===== src/rtl/fetch_unit_pkg.sv =====
// fetch_unit_pkg: memory width and exception codes shared with the ROM responder,
// plus the instruction-queue entry type used by the fetch unit.
`ifndef FETCH_SHARED_DEFINES
`define FETCH_SHARED_DEFINES
`define MEM_WIDTH_BYTE 2'b00
`define MEM_WIDTH_HALF 2'b01
`define MEM_WIDTH_WORD 2'b10
`define EXCEPTION_LEN 4
`define EXCEP_OK 4'd0
`define EXCEP_INVALID_MEM_READ 4'd1
`define EXCEP_MISALIGNED_FETCH 4'd2
`endif

package fetch_unit_pkg;
    typedef struct packed {
        logic [31:0] pc;
        logic [31:0] instr;
    } fetch_entry_t;
endpackage


===== src/rtl/fetch_queue.sv =====
// fetch_queue: synchronous FIFO of {pc, instr} entries with flush; flush wins over push/pop.
module fetch_queue
    import fetch_unit_pkg::*;
#(
    parameter int DEPTH = 2,
    localparam int AW = $clog2(DEPTH),
    localparam int CW = AW + 1
) (
    input  logic         clk,
    input  logic         rst,
    input  logic         push,
    input  fetch_entry_t push_data,
    input  logic         pop,
    input  logic         flush,
    output fetch_entry_t head,
    output logic [CW-1:0] count
);
    logic [AW-1:0] wr_ptr, rd_ptr;
    fetch_entry_t mem [DEPTH];

    always_ff @(posedge clk or negedge rst)
        if (!rst) begin
            wr_ptr <= '0;
            rd_ptr <= '0;
            count  <= '0;
        end else if (flush) begin
            wr_ptr <= '0;
            rd_ptr <= '0;
            count  <= '0;
        end else begin
            if (push) wr_ptr <= wr_ptr + 1'b1;
            if (pop) rd_ptr <= rd_ptr + 1'b1;
            count <= count + CW'(push) - CW'(pop);
        end

    always_ff @(posedge clk)
        if (push && !flush) mem[wr_ptr] <= push_data;

    assign head = mem[rd_ptr];
endmodule


===== src/rtl/fetch_unit.sv =====
// fetch_unit: pipelined instruction fetch with credit-limited queue, redirects and precise faults.
// Optional FETCH_PERF_CNT_EN adds fetchCount_Out, a wrapping count of instructions delivered.
module fetch_unit
    import fetch_unit_pkg::*;
#(
    parameter logic [31:0] RESET_PC = 32'h0000_0000,
    parameter int QUEUE_DEPTH = 2
) (
    input  logic                      clk,
    input  logic                      rst,
    output logic [31:0]               memAddr_Out,
    output logic [1:0]                memDataWidth_Out,
    output logic                      memInputValid_Out,
    input  logic [31:0]               memData_In,
    input  logic                      memOperationOK_In,
    input  logic [`EXCEPTION_LEN-1:0] memException_In,
    input  logic                      redirect_In,
    input  logic [31:0]               redirectPC_In,
    output logic [31:0]               instr_Out,
    output logic [31:0]               instrPC_Out,
    output logic                      instrValid_Out,
    input  logic                      instrReady_In,
    output logic [`EXCEPTION_LEN-1:0] exception_Out,
    output logic [31:0]               faultPC_Out
`ifdef FETCH_PERF_CNT_EN
    ,
    output logic [31:0]               fetchCount_Out
`endif
);
    localparam int CW = $clog2(QUEUE_DEPTH) + 1;
    typedef enum logic {RUN, FAULT} state_t;
    state_t state, state_n;
    logic [31:0] pc, pend_pc, fault_pc;
    logic [`EXCEPTION_LEN-1:0] exc_code;
    logic [CW-1:0] count;
    logic inflight, discard, issue, req_fault, misaligned, push, pop, drained;
    fetch_entry_t head;

    // Credits count queued words plus the one response that may still be on its way.
    always_comb begin
        misaligned = redirect_In && redirectPC_In[1:0] != 2'b00;
        issue = rst && state == RUN && !redirect_In &&
                ({1'b0, count} + (CW+1)'(inflight) < (CW+1)'(QUEUE_DEPTH));
        req_fault = memException_In != `EXCEP_OK;
        state_n = redirect_In ? (misaligned ? FAULT : RUN) : (issue && req_fault) ? FAULT : state;
    end

    always_ff @(posedge clk or negedge rst)
        if (!rst) state <= RUN;
        else state <= state_n;

    always_ff @(posedge clk or negedge rst)
        if (!rst) begin
            pc       <= RESET_PC;
            pend_pc  <= '0;
            fault_pc <= '0;
            exc_code <= `EXCEP_OK;
            inflight <= 1'b0;
            discard  <= 1'b0;
        end else begin
            inflight <= issue && !req_fault;
            discard  <= redirect_In ? inflight : issue && req_fault;
            if (redirect_In) begin
                pc <= redirectPC_In;
                if (misaligned) begin
                    exc_code <= `EXCEP_MISALIGNED_FETCH;
                    fault_pc <= redirectPC_In;
                end
            end else if (issue && !req_fault) begin
                pc      <= pc + 32'd4;
                pend_pc <= pc;
            end else if (issue) begin
                exc_code <= memException_In;
                fault_pc <= pc;
            end
        end

    assign push = memOperationOK_In && inflight && !discard && !redirect_In;
    assign pop  = instrValid_Out && instrReady_In;

    fetch_queue #(.DEPTH(QUEUE_DEPTH)) u_queue (
        .clk       (clk),
        .rst       (rst),
        .push      (push),
        .push_data ('{pc: pend_pc, instr: memData_In}),
        .pop       (pop),
        .flush     (redirect_In),
        .head      (head),
        .count     (count)
    );

    // Fault is only reported once every older instruction has left the unit.
    assign drained           = state == FAULT && count == '0 && !inflight;
    assign exception_Out     = drained ? exc_code : `EXCEP_OK;
    assign faultPC_Out       = drained ? fault_pc : '0;
    assign instrValid_Out    = count != '0;
    assign instr_Out         = instrValid_Out ? head.instr : '0;
    assign instrPC_Out       = instrValid_Out ? head.pc : '0;
    assign memAddr_Out       = pc;
    assign memDataWidth_Out  = `MEM_WIDTH_WORD;
    assign memInputValid_Out = issue;

`ifdef FETCH_PERF_CNT_EN
    always_ff @(posedge clk or negedge rst)
        if (!rst) fetchCount_Out <= '0;
        else if (pop) fetchCount_Out <= fetchCount_Out + 32'd1;
`endif
endmodule


===== config.mk =====
export PLATFORM = sky130hd
export DESIGN_NAME = fetch_unit
export DESIGN_NICKNAME = d
export VERILOG_FILES = /design/src/rtl/fetch_unit_pkg.sv /design/src/rtl/fetch_queue.sv /design/src/rtl/fetch_unit.sv
export SDC_FILE = /design/constraint.sdc
export NUM_CORES = 1
export LEC_CHECK = 0
export CAP_MARGIN = 20
export CELL_PAD_IN_SITES_DETAIL_PLACEMENT = 0
export CELL_PAD_IN_SITES_GLOBAL_PLACEMENT = 2
export CORE_ASPECT_RATIO = 0.5
export CORE_MARGIN = 1
export CORE_UTILIZATION = 30
export DETAILED_ROUTE_END_ITERATION = 6
export PLACE_DENSITY = 0.71
export SLEW_MARGIN = 20
export SYNTH_ARGS = -nofsm -noshare
export SYNTH_HDL_FRONTEND = slang
export SYNTH_SLANG_ARGS = --single-unit

===== constraint.sdc =====
create_clock -name clk -period 5.4 [get_ports clk]
set_input_delay 0.81 -clock clk [delete_from_list [all_inputs] [get_ports clk]]
set_output_delay 0.81 -clock clk [all_outputs]
set_load 0.005 [all_outputs]

After elaboration in Yosys (flattened, before gate mapping)

Memory sizes are Yosys's and may differ from the RTL's.
Index checks and enable logic that the tools add are counted.

Memories kept: 1
Output and inout port bits: 136
Input port bits: 73
Memory bits (writable): 128
Bits in registers: 107

Memories:

| memory      | depth | bits a word | rd ports | clocked after memory_dff | write ports | RTL line          | RTL |
|---|---|---|---|---|---|---|---|
| u_queue.mem | 2     | 64          | 1        | 0                        | 1           | fetch_queue.sv:19 | `fetch_entry_t mem [DEPTH];` |

Add/subtract/negate cells: 6
Reduce and logical (&&, ||, !) cells: 28
Order comparisons: 1
Bitwise gates (word level): 2
Muxes and demuxes: 25
Eq/ne operators: 2

Operators by type and width:

| operator              | count |
|---|---|
| $mux 32               | 9 |
| $add 32x3->32 const B | 1 |
| $mux 4                | 5 |
| $reduce_bool 2->1     | 7 |
| $logic_and 1x1->1     | 13 |
| $mux 1                | 10 |
| $logic_not 1->1       | 4 |
| $reduce_bool 4->1     | 1 |
| $add 2x1->3           | 1 |
| $lt 3x2->1 const B    | 1 |
| $reduce_and 3->1      | 1 |
| $add 1x1->1 const B   | 2 |
| $add 2x1->2           | 1 |
| $logic_not 2->1       | 1 |
| $mux 2                | 1 |
| $ne 2x1->1 const B    | 1 |
| $ne 2x2->1 const B    | 1 |
| $not 1->1             | 2 |
| $reduce_and 2->1      | 1 |
| $sub 2x1->2           | 1 |

Longest topological paths before layout

Gate-level depths: netlist (run 1).

Depth in word-level cells: 7
Depth in mapped cells: 9
Gate-level depth less buffers: 8

Cells and area by module

Synthesis (run 1) repeated with hierarchy kept, for this count alone.

Cell total of the unflattened synthesis: 872
Area, all modules: 10721.5 µm²

By module, submodules not included:

| module      | cells an instance | instances | area an instance (µm²) |
|---|---|---|---|
| fetch_unit  | 656               | 1         | 5694.2 |
| fetch_queue | 216               | 1         | 5027.3 |

Worst setup path after synthesis (run 1)

OpenSTA, ideal clock, no wires.

Kind: input-to-reg
Start: input port redirect_In
End: memory u_queue.mem[0][0] (netlist bit), enable pin
Library setup time: 0.565 ns
Slack: -1.188 ns
Stages on the path: 5
Arrival: 6.023 ns
Path through: buf_2 -> clkbuf_1 -> clkbuf_1 -> clkbuf_1 -> nor3_1

Cells in the longest elaborated chain, start to end: 5

Ends and longest elaborated chain:

| what                             | RTL line                            | RTL |
|---|---|---|
| start, declared                  | fetch_unit.sv:17                    | `input logic redirect_In,` |
| $logic_not 1->1 (*)              | fetch_queue.sv:37, fetch_unit.sv:78 |  |
| $logic_and 1x1->1                | fetch_unit.sv:78                    | `assign push = memOperationOK_In && inflight && !discard && !redirect_In;` |
| $logic_and 1x1->1 (*)            | fetch_queue.sv:37                   | `if (push && !flush) mem[wr_ptr] <= push_data;` |
| $mux 1 (*)                       | fetch_queue.sv:37                   |  |
| $mux 1 (not written as such) (*) | fetch_queue.sv:37                   |  |
| end, declared                    | fetch_queue.sv:19                   |  |

Every way passes the cells marked *; elsewhere a longest branch is shown, timed or not.

Worst setup path after layout (run 1)

Start: register u_queue.count[1]
End: output port faultPC_Out[25]

Cells in the longest elaborated chain, start to end: 4

Ends and longest elaborated chain:

| what                            | RTL line          | RTL |
|---|---|---|
| start, declared                 | fetch_queue.sv:16 | `output logic [CW-1:0] count` |
| start signal, assigned          | fetch_queue.sv:33 | `count <= count + CW'(push) - CW'(pop);` |
| $logic_not 2->1                 | fetch_unit.sv:93  | `assign drained = state == FAULT && count == '0 && !inflight;` |
| $logic_and 1x1->1 (2 in series) | fetch_unit.sv:93  |  |
| $mux 32                         | fetch_unit.sv:95  | `assign faultPC_Out = drained ? fault_pc : '0;` |
| end, declared                   | fetch_unit.sv:24  | `output logic [31:0] faultPC_Out` |

Every way passes these cells.

==> impl_results.md, run 1 <==
- Outcome: complete, but fails checks
- Failing checks: design-rule violations
- Top cells by area, synth: edfxtp_1 38%, dfrtp_1 27%, mux2i_1 8.2%
- Post-synthesis sequential area ratio: 64.9%
- Top FF cell, synth: edfxtp_1
- CTS tree: done
- Count of cell types in the netlist: 53
- Ys async rst share: 45.5%
- First-pass iteration count of the detailed router: 7
- Clock Path Buffers: 3
- Clock tree skew after final layout: 0.0235 ns
- Iteration-0 DRC Markers: 422
- Actual transition at the worst max-transition pin: 1.04 ns
- Via-to-Cell Ratio: 4.68
- Total count of hold-check failures in the final report: 0
- Maximum clock rate: 274 MHz
- Leakage dissipation: 5.05 nW
- Post-Place Setup Slack: 1.88 ns
- Unrepaired setup endpoints after global routing: false
- Final Worst Setup Slack: 1.75 ns
- Standard cell core area: 32300 um^2
- Warnings, synthesis: 0
- Hold bufs inserted after CTS: 0
- Vertical extent of the die: 131 um
- Total routed wirelength: 28600 um
- Maximum Capacitance Violations: 0
- IO Pins: 209
- Crit end category: primary output
- Peak VDD IR: 0.130 mV
- Worst-case headroom to the max-slew limit: 29.9%
- Effective utilization at floorplan: 31.1%
- Cell area after synthesis: 10000 um^2
- Cell with the most instances after synthesis: nand2_1
- Library cell used as clock root buffer: clkbuf_16
- Fraction of layout instances using a drive strength above 1: 6.69%
- Vias after detailed routing: 6925
- Post-detailed-route count of antenna-violating nets: 0
- CTS sink count: 235
- Number of nets in the finished design: 1106
- Category of the most critical setup path: reg -> out
- Remaining global-route overflow: 0
- Power per cell area: 375 nW/um^2
- Clock period minus worst slack: 3.65 ns
- Leading cell types by count after synthesis: 142 x nand2_1, 128 x edfxtp_1, 107 x dfrtp_1
- Class of the most critical hold timing path: in -> async
- Die extent in x: 261 um
- Syn Inst Count: 840
- Syn nets: 916
- DRC violation count after routing: 8
- Post-DR wirelength/cell: 19.4 um
- Largest driver fanout on the critical path: 23
- Depth of the worst register-to-register path: 6
- Synth area leader: edfxtp_1
- Source-to-sink clock delay at the later pin of the worst-skew pair: 0.52 ns
- Flip-flop and latch count after synthesis: 235
- Worst R2R Setup Slack: 2.73 ns
- Number of enable-type register cells in the synthesized netlist: 128
- Number of rows in the core area: 46
- Number of max-slew violations in the final report: 0
- Total die area: 34300 um^2
- Clock edge transition at the registers on the reported setup and hold paths: 0.07 ns
- Number of buffers added by the clock tree synthesis step: 23
- IO buf count: 206
- Overall global routing resource usage: 16.7%
- Top cell type's share of synthesized area: 38.3%
- Data arrival time of the critical path: 2.84 ns
- PostCTS Resize Cnt: 0
- Setup TNS: 0 ns
- Element type at the critical path start: flip-flop
- Required time of the critical path: 4.59 ns
- CTS H-Tree Depth: 1
- Pin count of the biggest net entering global routing: 65
- Setup violation total in the final timing report: 0
- Signed area change from the synthesized netlist to the final layout: 33.8%
- Worst reg2reg path startpoint: memAddr_Out[2]
- Period utilization: 67.6%
- Syn Area/Cell: 12.0 um^2
- Detail Placement HPWL: 19500 um
- Worst R2R End: memAddr_Out[30]
- Number of buffers inserted to repair setup after CTS: 0
- Number of antenna violations at the first check in global routing: 1
- Final weighted congestion in routability-driven placement: 0.774
- Number of global-route vias before repair: 7020
- Wire length of the first global-routing pass: 43900 um
==> cells in the final DEF, fill, tap and decap left out, types with 3 or more instances in the layout <==
cell type / netlist / layout
a311oi_1: 4 / 4
dfrtp_1: 107 / 106
buf_4: 3 / 11
ha_1: 3 / 3
nand3_1: 14 / 14
mux2_2: 7 / 7
a211oi_1: 5 / 5
nor2_1: 87 / 86
bufinv_16: 0 / 9
clkbuf_16: 0 / 23
mux2i_1: 82 / 82
a31oi_1: 8 / 8
clkbuf_1: 32 / 3
a21boi_0: 4 / 4
nor4_1: 5 / 5
a21oi_1: 7 / 7
nand2_1: 142 / 142
nor3_1: 13 / 11
o31ai_1: 4 / 4
xnor2_1: 4 / 4
edfxtp_1: 128 / 128
xor2_1: 7 / 7
nor2b_1: 14 / 14
clkinv_2: 0 / 4
inv_1: 9 / 9
nand4_1: 13 / 13
and3_1: 9 / 9
nand2b_1: 11 / 11
o21ai_0: 34 / 33
a221oi_1: 3 / 3
and2_1: 39 / 38
clkdlybuf4s50_1: 0 / 204
==> per-layer routing <==
layer	track usage, %	share of wire (%)	up-vias
met4	3.31	1.7	0
met3	2.76	3.7	34
met2	26.6	47	112
met5	0	0	-
met1	23.9	48	3450
li1	-	-	3329
==> how the worst max path moves through the flow <==
stage          slack, ns           endpoint              from  depth (start not counted)
3_5_place_dp        1.88    memAddr_Out[30]               rst                          8
2_1_floorplan       0.77  u_queue.mem[0][0]       redirect_In                          5
3_3_place_gp        1.94    memAddr_Out[30]               rst                          8
4_1_cts             1.64    faultPC_Out[25]  u_queue.count[1]                          6
6_report            1.75    faultPC_Out[25]  u_queue.count[1]                          6
5_1_grt             1.52    faultPC_Out[25]  u_queue.count[1]                          6
==> layout make-up <==
cell class | instances | area (um^2)
clock inverters | 13 | 290
multi-input cells | 545 | 3300
repair buffers | 215 | 2120
fillers | 3141 | 18900
clock buffers | 28 | 614
well taps | 432 | 541
inverters | 10 | 37.5
diodes | 1 | 2.50
flip-flops and latches | 235 | 6530
==> state kept, by name (all words and copies together) (netlist names) <==
signal,cells
pend_pc,32
inflight,1
exc_code,4
memAddr_Out,32
state,1
u_queue.mem,128
u_queue.wr_ptr,1
u_queue.rd_ptr,1
u_queue.count,2
discard,1
fault_pc,32
==> kinds of logic after synthesis <==
group | Yosys count | synth area share (%)
compound gates | 78 | 4.82
xor+xnor | 11 | 0.959
fa+ha+maj | 3 | 0.374
buf+inv | 60 | 2.48
flops | 235 | 64.9
mux | 89 | 8.96
other cells | 2 | 0.0748
simple gates | 362 | 17.4
==> where the power goes <==
part           internal, mW  leakage (nW)  switching [mW]
sequential             2.02          2.50           0.158
combinational         0.522          2.11           0.401
clock                  1.24         0.444           0.706
total                  3.78          5.05            1.27
==> critical path, stage by stage, from the launching register on <==
cell and delay, ns:
dfrtp_1 0.47, nor2_4 0.13, inv_1 0.11, nor3_2 0.58
buf_4 0.36, and2_1 0.16, clkdlybuf4s50_1 0.50
==> metrics by stage <==
step	util (%)	std cells	total power [mW]	hold slack (ns)	instance area (um^2)
2_1_floorplan	-	840	2.55	0.430	10000
3_3_place_gp	38.8	1437	3.15	0.444	12500
3_5_place_dp	38.8	1437	3.16	0.449	12500
4_1_cts	41.6	1478	5.12	0.337	13400
5_1_grt	41.6	1479	5.27	0.366	13400
6_report	41.6	1479	5.04	0.323	13400
(Power assumes the default switching activity.)
==> run 2, diff against run 1 <==
CORE_UTILIZATION = 34   (was 30)
PLACE_DENSITY = 0.77   (was 0.71)
clock period = 3.6 ns   (was 5.4 ns; I/O delays follow)
==> run 2 against run 1 <==
The flow now finishes without violations; non-clock buffer count is 8 higher; count of clock-buffer cells in the layout up 5; largest power group unchanged; wire length is 5.1% lower; clock power grew 33%; highest routed layer unchanged; first-iteration DRC count decreased by 9.2%; final area is 0.46% lower; worst hold slack lost 0.14 ns; global-route usage is 1.3 points higher; sequential power up 49%.
==> impl_results.md, run 2 (same netlist as run 1, synthesis figures left out) <==
- Clock Path Buffers: 3 (unchanged)
- CTS H-Tree Depth: 1 (unchanged)
- Standard cell core area: 29000 um^2 (-10%)
- Combinational fraction of design power: 19.5% (+1.2 points)
- Max reg flops: 128 (unchanged)
- Overall global routing resource usage: 18.0% (+1.3 points)
- Signed area change from the synthesized netlist to the final layout: 33.2%
- Total net switching power: 1.91 mW (+51%)
- PostCTS Resize Cnt: 0 (unchanged)
- Share of total power consumed by net switching: 26.4% (+1.3 points)
- Category of the most critical setup path: reg -> out
- Total count of hold-check failures in the final report: 0 (unchanged)
- DRC violation count after routing: 0 (-8)
- Number of global-route vias before repair: 6820 (-2.8%)
- CTS sink count: 235 (unchanged)
- Clk pwr share: 35.7% (-2.9 points)
- Total die area: 30300 um^2 (-12%)
- IO Pins: 209 (unchanged)
- Source-to-sink clock delay at the later pin of the worst-skew pair: 0.53 ns (about the same)
- CTS tree: done
- Via-to-Cell Ratio: 4.86 (+3.9%)
- Final weighted congestion in routability-driven placement: 0.827 (+6.9%)
- Library cell used as clock root buffer: clkbuf_16
- Die extent in x: 245 um (-6.0%)
- Pin count of the biggest net entering global routing: 65 (unchanged)
- Number of nets in the finished design: 1115 (+0.81%)
- Worst-case headroom to the max-slew limit: 41.5% (+12 points)
- Number of buffers added by the clock tree synthesis step: 24 (+4.3%)
- Power per cell area: 540 nW/um^2 (+44%)
- Most common cell after layout, fill and taps aside: clkdlybuf4s50_1
- Number of max-slew violations in the final report: 0 (unchanged)
- Post-DR wirelength/cell: 18.8 um (-3.1%)
- Post-detailed-route count of antenna-violating nets: 0 (unchanged)
- Number of rows in the core area: 44 (-4.3%)
- Effective utilization at floorplan: 34.6% (+3.5 points)
- Crit end category: primary output
- Outcome: finished, final reports clean
- Total Power: 7.22 mW (+43%)
- Most frequent cells in the layout: 204 x clkdlybuf4s50_1, 142 x nand2_1, 128 x edfxtp_1
- First-pass iteration count of the detailed router: 5 (-2)
- Clock period minus worst slack: 3.15 ns
- Clock tree skew after final layout: 0.0120 ns (-0.0116 ns)
- Total routed wirelength: 27200 um (-5.1%)
- Class of the most critical hold timing path: in -> async
- Maximum Capacitance Violations: 0 (unchanged)
- Leakage dissipation: 5.04 nW (-0.19%)
- Number of antenna violations at the first check in global routing: 1 (unchanged)
- Setup TNS: 0 ns (unchanged)
- Period utilization: 87.6%
- Clock edge transition at the registers on the reported setup and hold paths: 0.07 ns (about the same)
- Required time of the critical path: 3.06 ns (-1.53 ns)
- Largest driver fanout on the critical path: 35 (+52%)
- Iteration-0 DRC Markers: 383 (-9.2%)
- Data arrival time of the critical path: 2.61 ns (-0.23 ns)
- Vertical extent of the die: 124 um (-6.0%)
- Actual transition at the worst max-transition pin: 0.869 ns (-0.173 ns)
- Share of power burned in registers: 44.9% (+1.8 points)
- Unrepaired setup endpoints after global routing: false
- Detail Placement HPWL: 18500 um (-4.9%)
- Remaining global-route overflow: 0 (unchanged)
- Maximum clock rate: 317 MHz
- Hold bufs inserted after CTS: 0 (unchanged)
- Wire length of the first global-routing pass: 41200 um (-6.1%)
- Register containing the most flip-flops in the final layout: u_queue.mem
- IO buf count: 206 (unchanged)
- Cell internal pwr: 5.32 mW (+41%)
- Element type at the critical path start: flip-flop
- Vias after detailed routing: 7049 (+1.8%)
- Setup violation total in the final timing report: 0 (unchanged)
- Peak VDD IR: 0.317 mV (+140%)
- Number of buffers inserted to repair setup after CTS: 0 (unchanged)
- Fraction of layout instances using a drive strength above 1: 7.19% (+0.50 points)
run 2: changes by cell type in the layout (fill, tap and decap cells not counted), moves of 2 or more:
cell,before,now
buf_4,11,17
bufinv_16,9,3
clkbuf_1,3,7
clkinv_2,4,1
buf_12,0,2
clkinvlp_4,0,2
run 2: routing by layer:
metal	wire length, um	global-route usage [%]
met1	13400	26.7
met2	12300	27.6
met3	1090	2.91
met4	390	3.98
met5	0	0
run 2: through the flow:
step / util, % / worst slack, ns / hold WS, ns / cell area (um^2) / cells
after floorplan: - / 0.199 / 0.244 / 10100 / 840
after global placement: 43.3 / 0.837 / 0.448 / 12600 / 1404
after detailed placement: 43.3 / 0.823 / 0.460 / 12600 / 1404
after CTS: 46.1 / 0.347 / 0.189 / 13400 / 1448
after global routing: 46.1 / 0.262 / 0.216 / 13400 / 1449
final: 46.1 / 0.445 / 0.178 / 13400 / 1449
run 2: power groups by stage:
| stage | clock network (mW) | registers (mW) | logic [mW] |
|---|---|---|---|
| 4_1_cts | 2.66 | 3.24 | 1.44 |
| 3_3_place_gp | 0 | 3.29 | 1.42 |
| 6_report | 2.58 | 3.24 | 1.41 |
| 5_1_grt | 2.77 | 3.27 | 1.55 |
| 3_5_place_dp | 0 | 3.29 | 1.43 |
| 2_1_floorplan | 0 | 3.17 | 0.654 |
run 2: final timing paths:
| kind | startpoint | endpoint | slack (ns) | cells after the start |
|---|---|---|---|---|
| max | u_queue.rd_ptr | instr_Out[7] | 0.45 | 4 |
| min | rst | memAddr_Out[6] | 0.18 | 2 |
| max reg2reg | memAddr_Out[2] | memAddr_Out[30] | 1.12 | 6 |
| min reg2reg | pend_pc[27] | u_queue.mem[0][59] | 0.47 | 0 |
| max in group asynchronous | rst | memAddr_Out[20] | 2.22 | 3 |
| min in group clk | pend_pc[27] | u_queue.mem[0][59] | 0.47 | 0 |
run 2: critical path, cell delays in order, from the launching register on:
cell and delay [ns]:
dfrtp_4 0.85, buf_4 0.43, mux2i_1 0.24, nor2_1 0.06, clkdlybuf4s50_1 0.49
run 2: final cells by class:
class / count / area, um^2
fillers: 2641 / 15600
flip-flops and latches: 235 / 6530
multi-input cells: 545 / 3300
repair buffers: 223 / 2210
clock buffers: 33 / 654
well taps: 391 / 489
clock inverters: 11 / 156
inverters: 10 / 37.5
diodes: 1 / 2.50
